**src/rtl/sum_splitter.sv**
```systemverilog
// sum_splitter: accepts a total on a valid/ready input handshake and emits it
// as a sequence of chunks on a valid/ready output handshake. Every chunk is
// CHUNK_MAX except the final one, which carries the remainder. A zero total
// produces a single zero chunk that is flagged as last.
//
// Ports:
//   clk          rising-edge clock
//   rst_n        asynchronous active-low reset
//   sum_in       total to split (SUM_W bits)
//   sum_valid    sum_in is valid
//   sum_ready    block can accept a new total (high only in IDLE)
//   chunk_out    current chunk value (CHUNK_W bits)
//   chunk_valid  chunk_out is valid (high only in EMIT)
//   chunk_ready  downstream accepts the current chunk
//   chunk_last   current chunk is the final chunk of the job
//   busy         a job is in progress (exposes the FSM state)
//   chunk_count  chunks accepted in the current or most recent job (saturating)
//
// Handshakes: a transfer happens on a rising edge where valid and ready are
// both high. A valid output, once raised, holds its data stable until it is
// accepted. sum_ready and chunk_valid depend only on registered state, never
// on the partner's signal, so there is no combinational path input->output.

module sum_splitter #(
   parameter int SUM_W   = 5,
   parameter int CHUNK_W = 4,
   parameter int CNT_W   = 3
) (
   input  logic               clk,
   input  logic               rst_n,
   input  logic [SUM_W-1:0]   sum_in,
   input  logic               sum_valid,
   output logic               sum_ready,
   output logic [CHUNK_W-1:0] chunk_out,
   output logic               chunk_valid,
   input  logic               chunk_ready,
   output logic               chunk_last,
   output logic               busy,
   output logic [CNT_W-1:0]   chunk_count
);

   // Common width large enough to compare remaining against CHUNK_MAX
   // whichever of the two parameters is wider.
   localparam int WW = (SUM_W > CHUNK_W) ? SUM_W : CHUNK_W;
   localparam logic [CHUNK_W-1:0] CHUNK_MAX = '1;

   typedef enum logic {
      IDLE = 1'b0,
      EMIT = 1'b1
   } state_t;

   state_t           state;
   logic [SUM_W-1:0] remaining;

   logic [WW-1:0] rem_w;
   logic [WW-1:0] max_w;
   logic [WW-1:0] min_w;
   logic [WW-1:0] next_w;
   logic          fits;
   logic          emit;
   logic          load;
   logic          accept;

   assign rem_w  = WW'(remaining);
   assign max_w  = WW'(CHUNK_MAX);
   assign fits   = (rem_w <= max_w);
   assign min_w  = fits ? rem_w : max_w;
   // min_w never exceeds remaining, so this cannot underflow.
   assign next_w = rem_w - min_w;

   assign emit   = (state == EMIT);
   assign load   = sum_valid && !emit;
   assign accept = chunk_ready && emit;

   // Outputs derived from registered state only.
   assign sum_ready   = !emit;
   assign chunk_valid = emit;
   assign busy        = emit;
   assign chunk_out   = emit ? min_w[CHUNK_W-1:0] : '0;
   assign chunk_last  = emit && fits;

   always_ff @(posedge clk or negedge rst_n) begin
      if (!rst_n) begin
         state       <= IDLE;
         remaining   <= '0;
         chunk_count <= '0;
      end else begin
         case (state)
            IDLE: begin
               if (load) begin
                  remaining   <= sum_in;
                  chunk_count <= '0;
                  state       <= EMIT;
               end
            end
            EMIT: begin
               // sum_valid is ignored here; nothing is queued.
               if (accept) begin
                  remaining <= next_w[SUM_W-1:0];
                  if (chunk_count != '1) begin
                     chunk_count <= chunk_count + CNT_W'(1);
                  end
                  if (fits) begin
                     state <= IDLE;
                  end
               end
            end
            default: state <= IDLE;
         endcase
      end
   end

endmodule
```
**config.mk**
```make
export PLATFORM = sky130hd
export DESIGN_NAME = sum_splitter
export DESIGN_NICKNAME = d
export VERILOG_FILES = /design/src/rtl/sum_splitter.sv
export SDC_FILE = /design/constraint.sdc
export NUM_CORES = 1
export LEC_CHECK = 0
export BUFFER_PORTS_ARGS = -buffer_cell sky130_fd_sc_hd__buf_2
export CORE_MARGIN = 2
export CORE_UTILIZATION = 40
export CTS_CLUSTER_DIAMETER = 100
export DETAILED_ROUTE_END_ITERATION = 10
export HOLD_SLACK_MARGIN = 0.08
export PLACE_DENSITY = 0.79
export SLEW_MARGIN = 10
export SYNTH_ARGS = -nofsm -noshare
export SYNTH_HDL_FRONTEND = slang
export SYNTH_SLANG_ARGS = --single-unit
```
**constraint.sdc**
```tcl
create_clock -name clk -period 1.28 [get_ports clk]
set_input_delay 0.128 -clock clk [delete_from_list [all_inputs] [get_ports clk]]
set_output_delay 0.128 -clock clk [all_outputs]
set_load 0.005 [all_outputs]
```
# Word-level counts from Yosys, hierarchy flattened
# Cells that the tools add are included.
totals:
  wordCells: 30
  in_bits: 9
  register_bits: 9
classes:
  bitwise: 1
  reduce_logical: 6
  muxes: 13
  eq_ne: 4
  order_cmp: 1
  add_sub_neg: 2
op_table:
  columns: ["operator", "n"]
  rows:
  - ["5-bit 2-to-1 mux", 3]
  - ["5-bit one-hot mux with 2 select lines", 1]
  - ["3-bit 2-to-1 mux", 3]
  - ["3-bit one-hot mux with 2 select lines", 1]
  - ["5-bit by 4-bit less-or-equal comparator with 1-bit output, second input constant", 1]
  - ["5-bit subtractor", 1]
  - ["4-bit 2-to-1 mux", 1]
  - ["2-bit by 1-bit != test with 1-bit output, second input constant", 2]
  - ["3-bit by 1-bit adder with 3-bit output, second input constant", 1]
  - ["1-bit logical AND", 3]
  - ["1-bit 2-to-1 mux", 3]
  - ["3-bit != test, second input constant", 1]
  - ["3-bit AND reduction", 1]
  - ["2-bit != test, second input constant", 1]
  - ["1-bit one-hot mux with 2 select lines", 1]
  - ["2-bit AND reduction", 1]
  - ["1-bit zero test", 1]
  - ["1-bit NOT", 1]

# Longest topological paths before layout
# Gate-level depths: netlist (run 1).
logic_depth:
  depth_word: 5
  ltp_mapped: 6

# Worst setup path before layout (run 1)
# OpenSTA, ideal clock, no wires.
synth_timing:
  path_type: "register to register"
  startpoint: "reg remaining[4] (netlist: rem_w[4])"
  endpoint: "reg remaining[2] (netlist: rem_w[2])"
  stages_incl_launch_ff: 7
  setup_time_ps: 86
  period_less_slack_ps: 1404
  path_buffers: 1
  arrival_ps: 1319
  slack_ps: -124
  cell_sequence: "dfrtp_1 > buf_2 > nand2b_1 > ha_1 > nand2_2 > or3_1 > a32oi_1"
synth_via:
  elab_chain_cells: 5
synth_lines:
  columns: ["item", "line_no", "rtl"]
  rows:
  - ["from (decl)", "53", "logic [SUM_W-1:0] remaining;"]
  - ["from (signal assigned)", "91", "remaining <= sum_in;"]
  - ["from (signal assigned)", "99", "remaining <= next_w[SUM_W-1:0];"]
  - ["5-bit by 4-bit less-or-equal comparator with 1-bit output", "66", "assign fits = (rem_w <= max_w);"]
  - ["5-bit 2-to-1 mux", "67", "assign min_w = fits ? rem_w : max_w;"]
  - ["5-bit subtractor", "69", "assign next_w = rem_w - min_w;"]
  - ["5-bit 2-to-1 mux", "98", "if (accept) begin"]
  - ["5-bit one-hot mux with 2 select lines", "88", "case (state)"]
# Every way passes these cells. The select of a mux whose other input is x is not followed.
# A chain may end at the register's enable or synchronous reset.

# Worst setup path after layout (run 1)
# Same ends and word-level chain as after synthesis.

==> flow_metrics.tcl, run 1 <==
set metrics [dict create \
    path_clk_slew_ns 0.07 \
    vias 627 \
    cts_buffer_depth 2 \
    drt_wl_total_um 1634 \
    grt.overflow.total 0 \
    diodes 0 \
    post_dp_cell_area_sq_um 752.0 \
    clk_latency_ns 0.27 \
    rr_worst_depth 5 \
    async_flop_share_pct 100.0 \
    core_sq_um 1471 \
    ff2ff_setup_slack_ns -0.04 \
    grt_max_degree 13 \
    grt_pass1_vias 585 \
    cp-end-kind "flop" \
    num-fill-cells 126 \
    cts-root-buf "clkbuf_4" \
    htreeDepth 1 \
    period_minus_slack_ns 1.320 \
    ys_ff_latch 9 \
    fin_area_sq_um 894.6 \
    start_util_pct 42.09 \
    synth_compound_area_share_pct 13.74 \
    pre_cts_ws_ns -0.07403 \
    fin_crit_sh_pct 103.1 \
    rows 14 \
    io_buffers 19 \
    tritoncts "yes" \
    violations "negative setup slack" \
    timing.slew.headroom_pct 80.99 \
    grt_setup_unrepaired "true" \
    fin_worst_skew_ns 0.002621 \
    fin_cells 115 \
    grt_util_all_layers_pct 18.34 \
    critPathLaunchType "flop" \
    synth_simple_gate_area_share_pct 20.61 \
    ys_top_cells_by_area "dfrtp_1 36%, mux2i_1 9.7%, nor2_1 7.3%, ha_1 6.1%, buf_6 3.6%" \
    syn_to_final_growth_pct 44.44 \
    die_w_um 43.35 \
    clock_sinks 9 \
    viasPerCell 5.452 \
    wire_per_inst_um 14.21 \
    slew_viol_final 0 \
    dieArea_sq_um 1879 \
    criticalPathCategory "reg -> reg" \
    synth.area.mux_share_pct 13.33 \
    synth_top_cell_area_share_pct 36.36 \
    worstMarginPinSlew_ns 0.2840 \
    drt-initial-drc-count 14 \
    worstReg2RegEnd "rem_w[2]" \
    min_from "sum_in[1]" \
    worstPathMaxFanout 4 \
    synth.avg_cell_area_sq_um 8.976 \
    hold_end "rem_w[1]" \
    synth_xor_area_share_pct 1.414 \
    synthesis.nets 81 \
    hold_viol 0 \
    drc 0 \
    cap_violations 0 \
    fin_util_pct 60.80 \
    drive_gt1_share_pct 51.52 \
    ant_nets 0 \
    dp.cells 105 \
    globalplace.congestion 0.8310 \
    synth_edf_count 0 \
    reg2reg_from "rem_w[4]" \
    grt_pass1_wl_um 2477 \
    cts_inserted_buffers 3 \
    synth_top_family_by_area "simple AND/OR/NAND/NOR gates" \
    holdPathStages 3 \
    required_ns 1.47 \
    antenna_found_initial 0 \
    power_per_cell_area_nw_per_um2 2568 \
    arrival_ns 1.51 \
    syn-cell-area_sq_um 619.3 \
    synthFlopType "dfrtp_1" \
    firstDrtPassIters 4 \
    yosysTopAreaCell "dfrtp_1" \
    synth_cell_types 25 \
    layout.nets 112 \
    ios 20 \
    status "finished, violations left" \
    fmax_mhz 757.8 \
    die_h_um 43.35 \
    yosysWarnings 0 \
    hpwl_um 1087 \
    netlist_instances 69 \
    hold_class "in -> reg" \
    setup-violations-final 8 \
    peakVddDrop_mv 1.130 \
    seq_area_frac_synth_pct 36.36 \
    synth_adder_area_share_pct 6.061 \
    setup_ws_ns -0.03969 \
    hold_slack_ns 0.1280 \
    p_leak_nw 0.4235 \
]
sequential cells by signal, indices dropped and copies added, names as in the netlist:
register and count:
rem_w 5, chunk_count 3, busy 1
per-layer routing:
metal  part of all wire, %  global-route usage, %
met5                     0                      0
met4                   3.2                  10.91
met3                   4.3                  5.833
met2                    50                  27.76
met1                    42                  22.83
placed cells by master (no fill, tap or decap), types with 2 or more instances in the layout:
| cell | netlist | routed |
|---|---|---|
| o21ai_1 | 0 | 3 |
| clkbuf_4 | 0 | 3 |
| mux2i_1 | 6 | 6 |
| nand4_1 | 2 | 2 |
| mux2_2 | 2 | 2 |
| buf_6 | 2 | 2 |
| a21oi_1 | 4 | 4 |
| ha_4 | 0 | 2 |
| nand2_1 | 5 | 5 |
| dfrtp_1 | 9 | 8 |
| nor2_2 | 0 | 4 |
| buf_2 | 3 | 18 |
| buf_4 | 1 | 11 |
| nor2_1 | 12 | 8 |
| a32oi_1 | 2 | 2 |
| nand2b_4 | 0 | 3 |
where the power goes:
part | switching, W | internal [W] | total (W)
Combinational | 0.000659 | 0.000793 | 0.00145
Clock | 0.000117 | 0.000121 | 0.000238
Sequential | 0.000176 | 0.000430 | 0.000607
how the worst max path moves through the flow:
stage / startpoint / to / cells after the start
detailed placement: rem_w[4] / rem_w[2] / 5
CTS: rem_w[4] / rem_w[2] / 5
global placement: rem_w[4] / rem_w[2] / 5
global route: rem_w[1] / rem_w[4] / 6
finish: rem_w[4] / rem_w[2] / 5
floorplan: rem_w[4] / rem_w[2] / 6
repair_timing:
action	4_1_cts	5_1_grt
pin swaps	2	6
gates cloned	0	0
setup buffers	4	1
endpoints found under the hold margin	9	0
endpoints found under the setup margin	6	8
hold buffers	1	0
resized for setup	4	14
layout make-up:
class,instances,area [sq um],area share [%]
Multi-Input combinational cell,52,409.1,45.73
Sequential cell,9,226.5,25.31
Timing Repair Buffer,32,205.2,22.94
Clock buffer,4,26.28,2.937
Tap cell,16,20.02,2.238
Inverter,2,7.507,0.8392
synthesized netlist by cell type (2+ instances only):
library cell  instances
ha_1                  3
mux2_2                2
a21oi_1               4
a32oi_1               2
buf_6                 2
buf_2                 3
dfrtp_1               9
nor2_1               12
nand2b_1              3
o21ai_0               3
mux2i_1               6
nand2_1               5
inv_1                 2
nand4_1               2
worst max-delay path: stages, from the launching register on:
cell and delay [ns]:
dfrtp_2 0.46, nand2b_4 0.10, ha_4 0.14, nand2_2 0.05, or3_1 0.31, a32oi_1 0.18
kinds of logic after synthesis:
group | Yosys count
multiplexers | 8
buffers and inverters | 8
AO/OA/AOI/OAI | 13
adder cells (fa/ha/maj) | 3
AND/OR/NAND/NOR | 27
XOR/XNOR | 1
flip-flops | 9
through the flow:
| step | TNS [ns] | power (W) |
|---|---|---|
| after floorplan | -0.07018 | 0.001274 |
| after global placement | -0.04014 | 0.001629 |
| after detailed placement | -0.2723 | 0.001683 |
| after CTS | -0.1299 | 0.002018 |
| after global routing | -0.5591 | 0.002473 |
| final | -0.1069 | 0.002297 |
(Power assumes the default switching activity.)
==> run 2: changes to the inputs <==
Settings changed: PLACE_DENSITY 0.79 to 0.76, TNS_END_PERCENT from default to 20.
Clock period 1.28 ns to 1.3 ns, I/O delays scaled along.
==> flow_metrics.tcl, run 2 (synthesis results as in run 1) <==
set metrics [dict create \
    timing.slew.headroom_pct 82.79 \
    viasPerCell 5.227 \
    die_w_um 43.35 \
    tritoncts "yes" \
    violations "negative setup slack" \
    setup-violations-final 1 \
    largest_register "rem_w" \
    path_cells "nand2b_1, ha_2, nand2_2, or3_1, a32oi_1" \
    cap_violations 0 \
    drt-initial-drc-count 13 \
    routed.top_layer "met4" \
    hpwl_um 984 \
    critPathMaxStageDelay_ns 0.40 \
    hold_slack_ns 0.1509 \
    pre_cts_ws_ns -0.05949 \
    drt-met1-wl_um 584 \
    core_sq_um 1471 \
    p_leak_nw 0.3869 \
    period_minus_slack_ns 1.320 \
    syn_to_final_growth_pct 27.27 \
    ant_nets 0 \
    layout.nets 107 \
    globalplace.congestion 0.8261 \
    firstDrtPassIters 4 \
    power_per_cell_area_nw_per_um2 2410 \
    final_common_cell "buf_2" \
    io_buffers 19 \
    setup_ws_ns -0.01969 \
    ios 20 \
    clock_sinks 9 \
    postCtsSetupBuffers 0 \
    critPathBufInv 0 \
    required_ns 1.49 \
    cp-end-kind "flop" \
    grt_pass1_wl_um 2449 \
    worstMarginPinSlew_ns 0.2573 \
    wire_per_inst_um 11.83 \
    path_clk_slew_ns 0.06 \
    grt.overflow.total 0 \
    hold_class "in -> reg" \
    crit_slowest_cell "dfrtp_1" \
    critPathLaunchType "flop" \
    fin_worst_skew_ns 0.0009182 \
    peakVddDrop_mv 1.064 \
    grt_setup_unrepaired "true" \
    drive_gt1_share_pct 38.30 \
    htreeDepth 1 \
    dieArea_sq_um 1879 \
    arrival_ns 1.50 \
    die_h_um 43.35 \
    largest_register_ff_count 5 \
    cts-root-buf "clkbuf_4" \
    clk_latency_ns 0.26 \
    met2_length_um 646 \
    cts_inserted_buffers 3 \
    grt_util_all_layers_pct 17.61 \
    start_util_pct 42.09 \
    rows 14 \
    worstPathMaxFanout 3 \
    fin_crit_sh_pct 101.5 \
    fmax_mhz 757.8 \
    fin_cells 110 \
    vias 575 \
    cts_buffer_depth 2 \
    final_cell_mix "19 x buf_2, 12 x nor2_1, 9 x dfrtp_1, 7 x buf_4, 6 x mux2i_1" \
    grt_pass1_vias 577 \
    diodes 0 \
    dp.cells 105 \
    fin_util_pct 53.57 \
    antenna_found_initial 0 \
    criticalPathCategory "reg -> reg" \
    route.met3.wl_um 31 \
    grt_max_degree 13 \
    hold_viol 0 \
    slew_viol_final 0 \
    path_delay_family "simple AND/OR/NAND/NOR gates" \
    drc 0 \
    status "finished, violations left" \
    drt_wl_total_um 1301 \
]
==> run 2: changes by cell type in the layout (fill, tap and decap cells not counted), moves of 2 or more <==
cell | previous run | this run
nand2b_4 | 3 | 1
buf_6 | 2 | 0
buf_4 | 11 | 7
ha_1 | 0 | 2
nor2_2 | 4 | 0
ha_4 | 2 | 0
nand2b_1 | 0 | 2
nor2_1 | 8 | 12
==> run 2: power breakdown <==
part           leakage, nW  internal (W)  switching, W
registers            0.108      0.000420      0.000128
logic                0.264      0.000583      0.000544
clock network       0.0150      0.000119      0.000105
==> run 2: what timing repair did <==
item | CTS | global route
pin swaps | 1 | 0
resized for setup | 3 | 2
hold buffers | 1 | 0
setup endpoints to repair | 10 | 9
hold endpoints to repair | 9 | 0
==> run 2: routing by layer <==
| metal | track usage, % | vias to the layer above |
|---|---|---|
| li1 | - | 289 |
| met1 | 22.49 | 274 |
| met2 | 26.57 | 8 |
| met3 | 4.583 | 4 |
| met4 | 10.91 | 0 |
| met5 | 0 | - |
==> run 2: stage by stage <==
step           total power, W  cell area, sq um  setup TNS, ns
2_1_floorplan        0.001250             628.1       -0.06777
3_3_place_gp         0.001634             744.5       -0.02126
3_5_place_dp         0.001655             744.5        -0.1692
4_1_cts              0.001900             788.3       -0.02867
5_1_grt              0.002108             788.3        -0.4240
6_report             0.001900             788.3       -0.01969
==> run 2: final timing paths <==
path                                start        endpoint  slack [ns]  depth (start not counted)
max                              rem_w[4]        rem_w[2]       -0.02                          5
min                             sum_in[1]        rem_w[1]        0.15                          3
max reg2reg                      rem_w[4]        rem_w[2]       -0.02                          5
min reg2reg                chunk_count[2]  chunk_count[2]        0.58                          2
max in group asynchronous           rst_n        rem_w[4]        0.88                          2
min in group asynchronous           rst_n  chunk_count[0]        0.24                          2
==> run 2: tightest hold or removal path, stage by stage <==
cell	delay (ns)
buf_2	0.08
a211oi_1	0.06
a21oi_1	0.11
==> run 2: final cells by class <==
| type | count | area (sq um) |
|---|---|---|
| sequential | 9 | 225.2 |
| clock buffer | 4 | 26.28 |
| timing repair buffer | 27 | 157.7 |
| fill | 138 | 683.2 |
| multi-input combinational | 52 | 351.6 |
| inverter | 2 | 7.507 |
| tap | 16 | 20.02 |
==> run 3: changes to the inputs <==
--- a/config.mk
+++ b/config.mk
@@ -6,11 +6,11 @@
 export NUM_CORES = 1
 export LEC_CHECK = 0
-export BUFFER_PORTS_ARGS = -buffer_cell sky130_fd_sc_hd__buf_2
-export CORE_MARGIN = 2
-export CORE_UTILIZATION = 40
+export CORE_AREA = 2 2 39 41
 export CTS_CLUSTER_DIAMETER = 100
 export DETAILED_ROUTE_END_ITERATION = 10
+export DIE_AREA = 0 0 41 43
+export DONT_BUFFER_PORTS = 1
 export HOLD_SLACK_MARGIN = 0.08
-export PLACE_DENSITY = 0.76
+export PLACE_DENSITY = 0.72
 export SLEW_MARGIN = 10
 export SYNTH_ARGS = -nofsm -noshare
==> constraint.sdc (replaced) <==
create_clock -name clk -period 1.3 [get_ports clk]
set_input_delay 0.065 -clock clk [delete_from_list [all_inputs] [get_ports clk]]
set_output_delay 0.065 -clock clk [all_outputs]
set_load 0.005 [all_outputs]
==> flow_metrics.tcl, run 3 (synthesis results as in run 1) <==
set metrics [dict create \
    drt_wl_total_um 1453 \
    cap_violations 0 \
    die_h_um 43 \
    fin_worst_skew_ns 0.005065 \
    power_per_cell_area_nw_per_um2 2469 \
    worstReg2RegEnd "rem_w[2]" \
    drive_gt1_share_pct 26.83 \
    dieArea_sq_um 1763 \
    viasPerCell 5.592 \
    report.power.total_w 0.001869 \
    cts-root-buf "clkbuf_4" \
    largest_register_ff_count 5 \
    cts_inserted_buffers 3 \
    final_common_cell "nor2_1" \
    required_ns 1.50 \
    peakVddDrop_mv 1.017 \
    timing.slew.headroom_pct 71.42 \
    diodes 0 \
    crit_end "rem_w[2]" \
    hold_slack_ns -0.1352 \
    antenna_found_initial 0 \
    setup.worst_path.start "rem_w[4]" \
    largest_register "rem_w" \
    dp.cells 89 \
    path_cells "nand2b_1, ha_2, nand2_2, or3_1, a32oi_1" \
    p_leak_nw 0.3413 \
    ctsHoldBuffers 4 \
    grt_max_degree 11 \
    finalSetupTns_ns -0.03983 \
    fin_cells 98 \
    tritoncts "yes" \
    violations "negative hold slack, negative setup slack" \
    period_minus_slack_ns 1.340 \
    syn_to_final_growth_pct 22.22 \
    fin_crit_sh_pct 103.1 \
    cp-end-kind "flop" \
    grt_pass1_wl_um 2194 \
    rows 14 \
    ios 20 \
    layout.nets 95 \
    drc 0 \
    globalplace.congestion 0.8605 \
    ant_nets 0 \
    final_cell_mix "12 x nor2_1, 11 x buf_4, 8 x dfrtp_1, 6 x mux2i_1, 5 x nand2_1" \
    hold_class "in -> reg" \
    io_buffers 0 \
    clk_latency_ns 0.27 \
    start_util_pct 44.76 \
    grt.overflow.total 0 \
    vias 548 \
    grt_pass1_vias 497 \
    status "finished, violations left" \
    ff2ff_setup_slack_ns -0.04 \
    slew_viol_final 0 \
    wire_per_inst_um 14.83 \
    drt-initial-drc-count 7 \
    worstMarginPinSlew_ns 0.4273 \
    cts_buffer_depth 2 \
    die_w_um 41 \
    critPathLaunchType "flop" \
    grt_util_all_layers_pct 19.27 \
    clock_sinks 9 \
    criticalPathCategory "reg -> reg" \
    crit_slowest_cell "dfrtp_1" \
    path_clk_slew_ns 0.07 \
    core_sq_um 1384 \
    num-fill-cells 129 \
    grt_setup_unrepaired "true" \
    hold_viol 2 \
    pre_cts_ws_ns -0.05814 \
    reg2reg_from "rem_w[4]" \
    critPathMaxStageDelay_ns 0.42 \
    arrival_ns 1.54 \
    htreeDepth 1 \
    worstPathMaxFanout 4 \
    setup-violations-final 1 \
    setup_ws_ns -0.03983 \
    hpwl_um 1022 \
    rr_worst_depth 5 \
    firstDrtPassIters 5 \
    fmax_mhz 746.4 \
]
[run 3: layer usage]
layer | vias to the layer above | GRT usage [%] | share of wire (%)
met5 | - | 0 | 0
met4 | 0 | 14.00 | 3.7
met3 | 8 | 4.712 | 5.0
met2 | 20 | 26.25 | 50
met1 | 254 | 25.25 | 42
li1 | 266 | - | -
[run 3: timing repair]
item	CTS	global route
hold endpoints to repair	18	5
pin swaps	1	1
setup endpoints to repair	9	4
buffers inserted	0	1
resized for setup	3	3
gates cloned	0	0
[run 3: where the power goes]
part	leakage (nW)	internal (W)	switching [W]	total, W
Clock	0.0150	0.000119	0.000119	0.000238
Combinational	0.219	0.000535	0.000509	0.00104
Sequential	0.108	0.000423	0.000164	0.000587
[run 3: area by class of cell]
class	count	area, sq um	area share [%]
clock buffer	4	26.28	3.471
inverter	2	7.507	0.9917
tap	16	20.02	2.645
sequential	9	226.5	29.92
multi-input combinational	52	354.1	46.78
timing repair buffer	15	122.6	16.20
[run 3: worst min-delay path by stage]
| stage | slack (ns) | to | from | depth (start not counted) |
|---|---|---|---|---|
| 2_1_floorplan | -0.23 | busy | rst_n | 0 |
| 3_3_place_gp | -0.23 | chunk_count[2] | rst_n | 0 |
| 3_5_place_dp | -0.23 | chunk_count[2] | rst_n | 0 |
| 4_1_cts | -0.13 | busy | chunk_ready | 1 |
| 5_1_grt | -0.13 | busy | chunk_ready | 1 |
| 6_report | -0.14 | busy | chunk_ready | 1 |
[run 3: worst max-delay path, delay by kind of cell (launching register included)]
kind	cells	cell delay (ns)
flip-flops	1	0.42
AND/OR/NAND/NOR	3	0.47
AO/OA/AOI/OAI	1	0.17
adder cells (fa/ha/maj)	1	0.21
[run 3: metrics by stage]
stage	utilization, %	instance area (sq um)
after floorplan	-	628.1
after global placement	48.55	671.9
after detailed placement	48.55	671.9
after CTS	53.98	747.0
after global routing	54.70	757.0
final	54.70	757.0
